**src/rtl/alu_pkg.sv**
```systemverilog
// Shared definitions for the ALU operand loader: function codes, frame sync nibble, FSM states.
// Latency: n/a (types, constants and a pure header-check function only).
// Backpressure: n/a.
package alu_pkg;

    // ALU function encodings carried in the low two bits of the frame header
    localparam logic [1:0] FUN_ADD = 2'd0;
    localparam logic [1:0] FUN_SUB = 2'd1;
    localparam logic [1:0] FUN_AND = 2'd2;
    localparam logic [1:0] FUN_OR  = 2'd3;

    // Upper nibble every valid header must carry
    localparam logic [3:0] HDR_SYNC = 4'hA;

    typedef enum logic [1:0] {
        ST_IDLE  = 2'd0,
        ST_GET_A = 2'd1,
        ST_GET_B = 2'd2,
        ST_ISSUE = 2'd3
    } state_t;

    // Header is {HDR_SYNC, 2'b00, fun}; the two reserved bits must be zero
    function automatic logic hdr_ok(input logic [7:0] hdr);
        return (hdr[7:4] == HDR_SYNC) && (hdr[3:2] == 2'b00);
    endfunction

endpackage

```
**src/rtl/byte_assembler.sv**
```systemverilog
// Collects NB = WIDTH/8 bytes LS-first into a shadow register; data_o already includes this cycle's byte.
// Latency: combinational view of the insert, stored on the next clock; done_o flags the last byte.
// Backpressure: none; the caller gates we_i with its own transfer condition.
// Ports: clk_i/rst_i (sync, active-high); clr_i rewinds the byte index; we_i/byte_i insert a byte;
//        data_o assembled value (with pending insert); done_o high when this insert fills the top byte.
module byte_assembler
    import alu_pkg::*;
#(
    parameter int WIDTH = 16
) (
    input  logic             clk_i,
    input  logic             rst_i,
    input  logic             clr_i,
    input  logic             we_i,
    input  logic [7:0]       byte_i,
    output logic [WIDTH-1:0] data_o,
    output logic             done_o
);

    localparam int NB = WIDTH / 8;
    localparam int IW = $clog2(NB) + 1;

    logic [IW-1:0]    idx_q, idx_d;
    logic [WIDTH-1:0] data_q;

    // Exposing the post-insert value lets the owner capture a complete operand
    // on the same edge that accepts its final byte.
    always_comb begin
        data_o = data_q;
        for (int i = 0; i < NB; i++) begin
            if (we_i && (idx_q == IW'(i))) begin
                data_o[8*i +: 8] = byte_i;
            end
        end
    end

    assign done_o = we_i && (idx_q == IW'(NB - 1));

    // Index saturates on the last byte; the owner clears it on every state change.
    always_comb begin
        idx_d = idx_q;
        if (clr_i) begin
            idx_d = '0;
        end else if (we_i && !done_o) begin
            idx_d = idx_q + IW'(1);
        end
    end

    always_ff @(posedge clk_i) begin
        if (rst_i) begin
            idx_q  <= '0;
            data_q <= '0;
        end else begin
            idx_q  <= idx_d;
            data_q <= data_o;
        end
    end

endmodule

```
**src/rtl/alu_operand_loader.sv**
```systemverilog
// Assembles byte-serial {header, A bytes, B bytes} frames into ALU operands; flags bad headers and stalls.
// Latency: op_valid_o rises the cycle after the last B byte; one op per 2*NB+2 cycles at best.
// Backpressure: rx_ready_o drops while an op waits in ISSUE; the ALU may hold op_ready_i low indefinitely.
// Ports: clk_i, rst_i (sync, active-high); rx_data_i/rx_valid_i/rx_ready_o byte stream in;
//        a_o, b_o, alu_fun_o, op_valid_o/op_ready_i operand handshake out; frame_err_o one-cycle error pulse.
module alu_operand_loader
    import alu_pkg::*;
#(
    parameter int WIDTH   = 16,
    parameter int TIMEOUT = 255
) (
    input  logic             clk_i,
    input  logic             rst_i,
    input  logic [7:0]       rx_data_i,
    input  logic             rx_valid_i,
    output logic             rx_ready_o,
    output logic [WIDTH-1:0] a_o,
    output logic [WIDTH-1:0] b_o,
    output logic [1:0]       alu_fun_o,
    output logic             op_valid_o,
    input  logic             op_ready_i,
    output logic             frame_err_o
);

    state_t           state_q, state_d;
    logic             rx_ready_q, op_valid_q, frame_err_q, frame_err_d;
    logic [WIDTH-1:0] a_q, b_q, a_asm, b_asm;
    logic [1:0]       fun_q, fun_sh_q, fun_sh_d;
    logic [7:0]       to_q, to_d;
    logic             xfer, accept, in_get, to_hit, state_chg;
    logic             a_we, b_we, a_done, b_done;

    assign xfer      = rx_valid_i && rx_ready_q;
    assign accept    = op_valid_q && op_ready_i;
    assign in_get    = (state_q == ST_GET_A) || (state_q == ST_GET_B);
    // An idle cycle at TIMEOUT-1 is the one that brings the count to TIMEOUT;
    // a byte arriving on that same cycle takes priority.
    assign to_hit    = in_get && !xfer && (to_q == 8'(TIMEOUT - 1));
    assign a_we      = xfer && (state_q == ST_GET_A);
    assign b_we      = xfer && (state_q == ST_GET_B);
    assign state_chg = (state_d != state_q);

    byte_assembler #(.WIDTH(WIDTH)) u_asm_a (
        .clk_i  (clk_i),
        .rst_i  (rst_i),
        .clr_i  (state_chg),
        .we_i   (a_we),
        .byte_i (rx_data_i),
        .data_o (a_asm),
        .done_o (a_done)
    );

    byte_assembler #(.WIDTH(WIDTH)) u_asm_b (
        .clk_i  (clk_i),
        .rst_i  (rst_i),
        .clr_i  (state_chg),
        .we_i   (b_we),
        .byte_i (rx_data_i),
        .data_o (b_asm),
        .done_o (b_done)
    );

    always_comb begin
        state_d     = state_q;
        frame_err_d = 1'b0;
        fun_sh_d    = fun_sh_q;
        case (state_q)
            ST_IDLE: begin
                if (xfer) begin
                    if (hdr_ok(rx_data_i)) begin
                        state_d  = ST_GET_A;
                        fun_sh_d = rx_data_i[1:0];
                    end else begin
                        frame_err_d = 1'b1;
                    end
                end
            end
            ST_GET_A: begin
                if (to_hit) begin
                    state_d     = ST_IDLE;
                    frame_err_d = 1'b1;
                end else if (a_done) begin
                    state_d = ST_GET_B;
                end
            end
            ST_GET_B: begin
                if (to_hit) begin
                    state_d     = ST_IDLE;
                    frame_err_d = 1'b1;
                end else if (b_done) begin
                    state_d = ST_ISSUE;
                end
            end
            ST_ISSUE: begin
                if (accept) begin
                    state_d = ST_IDLE;
                end
            end
            default: state_d = ST_IDLE;
        endcase
    end

    always_comb begin
        to_d = '0;
        if (in_get && !xfer && !state_chg) begin
            to_d = to_q + 8'd1;
        end
    end

    always_ff @(posedge clk_i) begin
        if (rst_i) begin
            state_q     <= ST_IDLE;
            rx_ready_q  <= 1'b1;
            op_valid_q  <= 1'b0;
            frame_err_q <= 1'b0;
            fun_sh_q    <= '0;
            to_q        <= '0;
            a_q         <= '0;
            b_q         <= '0;
            fun_q       <= '0;
        end else begin
            state_q     <= state_d;
            rx_ready_q  <= (state_d != ST_ISSUE);
            op_valid_q  <= (state_d == ST_ISSUE);
            frame_err_q <= frame_err_d;
            fun_sh_q    <= fun_sh_d;
            to_q        <= to_d;
            // Visible operands change only when a whole frame lands
            if ((state_q == ST_GET_B) && (state_d == ST_ISSUE)) begin
                a_q   <= a_asm;
                b_q   <= b_asm;
                fun_q <= fun_sh_q;
            end
        end
    end

    assign rx_ready_o  = rx_ready_q;
    assign op_valid_o  = op_valid_q;
    assign frame_err_o = frame_err_q;
    assign a_o         = a_q;
    assign b_o         = b_q;
    assign alu_fun_o   = fun_q;

endmodule

```
**config.mk**
```make
export PLATFORM = sky130hd
export DESIGN_NAME = alu_operand_loader
export DESIGN_NICKNAME = d
export VERILOG_FILES = /design/src/rtl/alu_pkg.sv /design/src/rtl/byte_assembler.sv /design/src/rtl/alu_operand_loader.sv
export SDC_FILE = /design/constraint.sdc
export NUM_CORES = 1
export LEC_CHECK = 0
export CAP_MARGIN = 20
export CORE_MARGIN = 2
export CORE_UTILIZATION = 33
export DETAILED_ROUTE_END_ITERATION = 7
export PLACE_DENSITY = 0.66
export REMOVE_ABC_BUFFERS = 1
export SETUP_SLACK_MARGIN = 0.05
export SYNTH_ARGS = -nofsm -noshare
export SYNTH_HDL_FRONTEND = slang
export SYNTH_SLANG_ARGS = --single-unit
```
**constraint.sdc**
```tcl
create_clock -name clk_i -period 2.48 [get_ports clk_i]
set_input_delay 0.496 -clock clk_i [delete_from_list [all_inputs] [get_ports clk_i]]
set_output_delay 0.496 -clock clk_i [all_outputs]
set_load 0.02 [all_outputs]
```
==> results of run 1 <==
## cell usage after synthesis, drive strengths merged (11+ instances only)
| master | n | area, um2 |
|---|---|---|
| a21oi | 23 | 119 |
| mux2i | 20 | 200 |
| inv | 12 | 45.0 |
| a211oi | 17 | 178 |
| nand2b | 16 | 100 |
| clkbuf | 15 | 56.3 |
| ha | 11 | 138 |
| o21ai | 17 | 85.1 |
| nor3 | 13 | 65.1 |
| nand2 | 62 | 233 |
| dfxtp | 85 | 1700 |
| nor2 | 48 | 180 |
## sequential cells by signal (all words and copies together), names as in the netlist
register / cells
u_asm_a.idx_q: 2
rx_ready_o: 1
a_o: 16
u_asm_b.data_q: 16
b_o: 16
to_q: 8
op_valid_o: 1
u_asm_a.data_q: 16
frame_err_o: 1
fun_sh_q: 2
state_q: 2
u_asm_b.idx_q: 2
alu_fun_o: 2
## power breakdown
| group | internal [mW] | switching, mW | total (mW) |
|---|---|---|---|
| combinational | 0.0956 | 0.122 | 0.217 |
| clock | 0.477 | 0.524 | 1.00 |
| sequential | 1.37 | 0.00466 | 1.38 |
| total | 1.95 | 0.650 | 2.60 |
## tightest hold or removal path: stages, from the launching register on
cell and delay (ns):
dfxtp_1 0.30, nand2_1 0.05, a21oi_1 0.07
## metrics by stage
stage / std cells / hold WS [ns]
floorplan: 364 / 0.432
finish: 607 / 0.469
CTS: 607 / 0.469
detailed placement: 577 / 0.457
global placement: 577 / 0.448
global route: 607 / 0.493
## what timing repair did
item                                    CTS  global route
pin swaps                                 8             2
gates cloned                              6             0
endpoints found under the setup margin   38            40
resized for setup                        13            12
setup buffers                             8             1
## worst paths after layout
path / start / cells after the start / endpoint / slack [ns]
hold / removal: u_asm_b.data_q[10] / 2 / u_asm_b.data_q[10] / 0.47
setup reg to reg: state_q[0] / 11 / to_q[2] / 0.18
hold reg to reg: u_asm_b.data_q[10] / 2 / u_asm_b.data_q[10] / 0.47
setup / recovery: rx_data_i[3] / 10 / b_o[2] / 0.15
## cell families after synthesis
kind of cell / count (synthesis) / share of synthesized area [%]
multiplexers: 20 / 5.81
XOR/XNOR: 9 / 2.29
flip-flops: 85 / 49.4
adder cells (fa/ha/maj): 11 / 3.99
buffers and inverters: 34 / 4.57
AO/OA/AOI/OAI: 62 / 12.2
AND/OR/NAND/NOR: 165 / 21.7
## routing by layer
layer | vias to the layer above | share of wire [%] | track usage [%]
li1 | 1457 | - | -
met1 | 1357 | 45 | 18.8
met2 | 59 | 49 | 26.5
met3 | 14 | 3.4 | 3.00
met4 | 0 | 2.1 | 7.61
met5 | - | 0 | 0
## cell type report
| type | instances | area share [%] |
|---|---|---|
| Multi-Input combinational cell | 267 | 33.9 |
| Tap cell | 136 | 3.55 |
| Sequential cell | 85 | 35.5 |
| Timing Repair Buffer | 91 | 21.8 |
| Inverter | 12 | 0.939 |
| Clock inverter | 7 | 1.67 |
| Clock buffer | 9 | 2.58 |
==> impl_metrics.ini, run 1 <==
[worst_setup_path]
cp.required_ns = 2.76
cp_slowest_stage_delay_ns = 0.49
critPathSlowestCell = or4b_4
crit_path_start_kind = primary input
crit_family = simple AND/OR/NAND/NOR gates
worstSetupPathType = primary input to flip-flop
endpoint_kind = flip-flop
arrival_ns = 2.61
crit_chain = dlygate4sd2_1 -> or4b_4 -> or4_4 -> a21oi_2 -> and4_4 -> buf_12 -> buf_12 -> buf_16 -> nand2_1 -> o21ai_0
crit_buf_inv = 4
path_max_fanout = 11
cpMostUsedCell = buf_12

[synth]
synth_area_mm2 = 0.00345
netlist_instances = 386
syn_avg_cell_area_um2 = 8.93
ys_seq_elements = 85
ys_types = 35
yosys_warnings = 0
seq_area_frac_synth_pct = 49.4
synth_edf_count = 0
async_flop_share_pct = 0
ys.flop_type = dfxtp_1

[floorplan]
core_mm2 = 0.0102
start_util_pct = 33.7
rows = 37
die-area_mm2 = 0.0113
die_x_um = 106
ioPinCount = 49
die_y_um = 106

[drt]
ant_nets = 0
avgViaCountPerCell = 4.76
wl_per_cell_um = 13.6
vias = 2887
drt_first_iter_violations = 119
drc = 0
drt_wl_total_um = 8290
first_pass_iters = 4

[min_path]
hold_path_class = flip-flop to flip-flop

[timing]
fin_ws_ns = 0.149
fmax_ghz = 0.429
fin_crit_sh_pct = 94.0
rsz0062_at_grt = true
clock_skew_ns = 0.00853
maxSlewViolCount = 0
tightest_slew_ns = 0.777
setup_violations = 0
slew_headroom_pct = 48.2
setup_tns_ns = 0
hold_viol = 0
min_period_ns = 2.33

[cts]
cts_buffers = 9
insertion_delay_ns = 0.36
path_clk_slew_ns = 0.08
clock-root-buffer = clkbuf_8
ctsHtreeMaxLevel = 3
clockBufferDepth = 2
cts_tree = built
cts-hold-fix-buffers = 0
clock-sinks = 85

[placement]
port_buffers = 48
place_ws_ns = -0.581
gp_congestion = 0.783
place_hpwl_um = 5360
placed_cell_area_mm2 = 0.00426

[status]
outcome = finished clean

[grt]
grtUsageTotal_pct = 15.6
grt_pass1_wl_um = 13800
antenna_found_initial = 0
overflow = 0
grt_start_max_net_pins = 44
grt_pass1_vias = 2996

[layout]
fin_nets = 489
multi_input_area_mm2 = 0.00163
regArea_mm2 = 0.00170
fillCellCount = 956
drive_above_1_share_pct = 17.6
final_common_cell = dfxtp_1
fin_util_pct = 46.9
area_delta_synth_final_pct = 39.1
finalInstanceArea_mm2 = 0.00479
antenna-diode-count = 0
layout_common_cells = 83 x dfxtp_1, 62 x nand2_1, 48 x nor2_1

[power]
leakage_nw = 1.82
p_total_mw = 2.60
ir_drop_uv = 244
p_per_area_mw_per_mm2 = 542

[job]
drv_cap = 0
No activity file was read; power rests on OpenSTA's default activity.
==> inputs of run 2 (changes only) <==
--- a/config.mk
+++ b/config.mk
@@ -8,6 +8,7 @@
 export CAP_MARGIN = 20
 export CORE_MARGIN = 2
 export CORE_UTILIZATION = 33
+export CTS_BUF_LIST = sky130_fd_sc_hd__clkbuf_8
 export DETAILED_ROUTE_END_ITERATION = 7
 export PLACE_DENSITY = 0.66
 export REMOVE_ABC_BUFFERS = 1
==> results of run 2 <==
The final DEF is identical to that of run 1; final timing and power are the same.
==> inputs of run 3 (changes only) <==
--- a/config.mk
+++ b/config.mk
@@ -6,11 +6,13 @@
 export NUM_CORES = 1
 export LEC_CHECK = 0
 export CAP_MARGIN = 20
+export CELL_PAD_IN_SITES_DETAIL_PLACEMENT = 0
+export CELL_PAD_IN_SITES_GLOBAL_PLACEMENT = 1
 export CORE_MARGIN = 2
 export CORE_UTILIZATION = 33
 export CTS_BUF_LIST = sky130_fd_sc_hd__clkbuf_8
 export DETAILED_ROUTE_END_ITERATION = 7
-export PLACE_DENSITY = 0.66
+export PLACE_DENSITY_LB_ADDON = 0.1
 export REMOVE_ABC_BUFFERS = 1
 export SETUP_SLACK_MARGIN = 0.05
 export SYNTH_ARGS = -nofsm -noshare
==> impl_metrics.ini, run 3 (synthesis gave the netlist of run 1 again) <==
[min_path]
hold_path_class = flip-flop to flip-flop

[layout]
finalInstanceArea_mm2 = 0.00475
fillCellCount = 1011
fin_nets = 490
area_delta_synth_final_pct = 37.8
fin_util_pct = 46.4
final_common_cell = dfxtp_1
drive_above_1_share_pct = 18.0
layout_common_cells = 85 x dfxtp_1, 62 x nand2_1, 48 x nor2_1
antenna-diode-count = 0

[floorplan]
die_x_um = 106
core_mm2 = 0.0102
die-area_mm2 = 0.0113
die_y_um = 106
ioPinCount = 49
rows = 37
start_util_pct = 33.7

[placement]
place_hpwl_um = 5690
port_buffers = 48
placed_cell_area_mm2 = 0.00433
gp_congestion = 0.792
place_ws_ns = -0.609

[drt]
drt_wl_total_um = 8210
wl_per_cell_um = 13.5
vias = 2818
drc = 0
ant_nets = 0
first_pass_iters = 4
avgViaCountPerCell = 4.63
drt_first_iter_violations = 65

[grt]
antenna_found_initial = 0
grt_start_max_net_pins = 35
overflow = 0
grt_pass1_wl_um = 14100
grtUsageTotal_pct = 16.0
grt_pass1_vias = 2807

[power]
pwr-share-comb_pct = 8.0
seqPwrFrac_pct = 48.7
netSwitchingFraction_pct = 22.1
ir_drop_uv = 282
switching_power_uw = 626
p_total_mw = 2.83
clkPwrFrac_pct = 43.3
leakage_nw = 1.82
intPower_mw = 2.20
p_per_area_mw_per_mm2 = 595

[worst_setup_path]
arrival_ns = 2.54
crit_path_start_kind = primary input
crit_buf_inv = 2
cp.required_ns = 2.71
cp_slowest_stage_delay_ns = 0.51
crit_chain = clkdlybuf4s15_1 -> or4b_4 -> or4_4 -> a21oi_2 -> and4_4 -> buf_12 -> mux2i_1 -> nor2_1
critPathSlowestCell = or4b_4
r2r_setup_slack_ns = 0.19
crit_family = simple AND/OR/NAND/NOR gates
path_max_fanout = 7
endpoint_kind = flip-flop
worstSetupPathType = primary input to flip-flop

[timing]
tightest_slew_ns = 0.677
fin_ws_ns = 0.171
whs_ns = 0.463
maxSlewViolCount = 0
min_period_ns = 2.31
fmax_ghz = 0.433
setup_violations = 0
hold_viol = 0
slew_headroom_pct = 54.9
rsz0062_at_grt = false
clock_skew_ns = 0.00677
fin_crit_sh_pct = 93.1

[cts]
path_clk_slew_ns = 0.09
clock-root-buffer = clkbuf_8
insertion_delay_ns = 0.36
cts_buffers = 9
clock-sinks = 85
clockBufferDepth = 2
cts_tree = built
cts-hold-fix-buffers = 0
ctsHtreeMaxLevel = 3

[job]
drv_cap = 0

[status]
outcome = finished clean
## run 3: cell count changes in the layout (fill, tap and decap cells not counted), moves of 3 or more
cell,before,now
buf_12,11,6
buf_4,27,34
inv_6,3,0
o21ai_0,13,17
o21ai_1,4,0
## run 3: final timing paths
check                      end         startpoint  cells past startpoint
max               alu_fun_o[1]       rx_data_i[6]                      8
min          u_asm_b.data_q[4]  u_asm_b.data_q[4]                      2
max reg2reg            to_q[2]         state_q[0]                     11
min reg2reg  u_asm_b.data_q[4]  u_asm_b.data_q[4]                      2
## run 3: layout make-up
cell class	count	area, um2	area share [%]
well taps	136	170	3.58
multi-input cells	267	1620	34.2
clock buffers	11	151	3.19
flip-flops and latches	85	1700	35.8
repair buffers	92	950	20.0
inverters	12	45.0	0.949
clock inverters	5	106	2.24
## run 3: per-layer routing
metal  GRT usage [%]  up-vias  part of all wire [%]
met5               0        -                     0
li1                -     1456                     -
met4            5.64        0                  0.85
met3            4.11        8                   2.5
met1            21.0     1320                    48
met2            25.5       34                    48
## run 3: worst register-to-register path: cells and delay by family, from the launching register on
kind	cells	cell delay (ns)
buffers and inverters	4	0.54
and+or+nand+nor	4	0.64
DFF	1	0.35
AOI/OAI and AO/OA	2	0.48
adders and majority gates	1	0.23
## run 3: power by group through the flow
stage	Clock [mW]	Combinational, mW	Sequential (mW)
floorplan	0	0.0779	1.41
global placement	0	0.223	1.41
detailed placement	0	0.220	1.41
CTS	1.27	0.221	1.38
global route	1.33	0.249	1.38
finish	1.22	0.225	1.38
## run 3: what timing repair did
action / CTS / global route
endpoints found under the setup margin: 40 / 37
resized for setup: 16 / 9
cloned: 3 / 0
buffers inserted: 2 / 1
pin swaps: 4 / 3
hold endpoints to repair: 0 / 0
## run 3: metrics by stage
stage / instances / TNS (ns)
finish: 608 / 0
global route: 608 / 0
CTS: 607 / 0
detailed placement: 586 / -22.93
global placement: 586 / -21.55
floorplan: 364 / -6.34
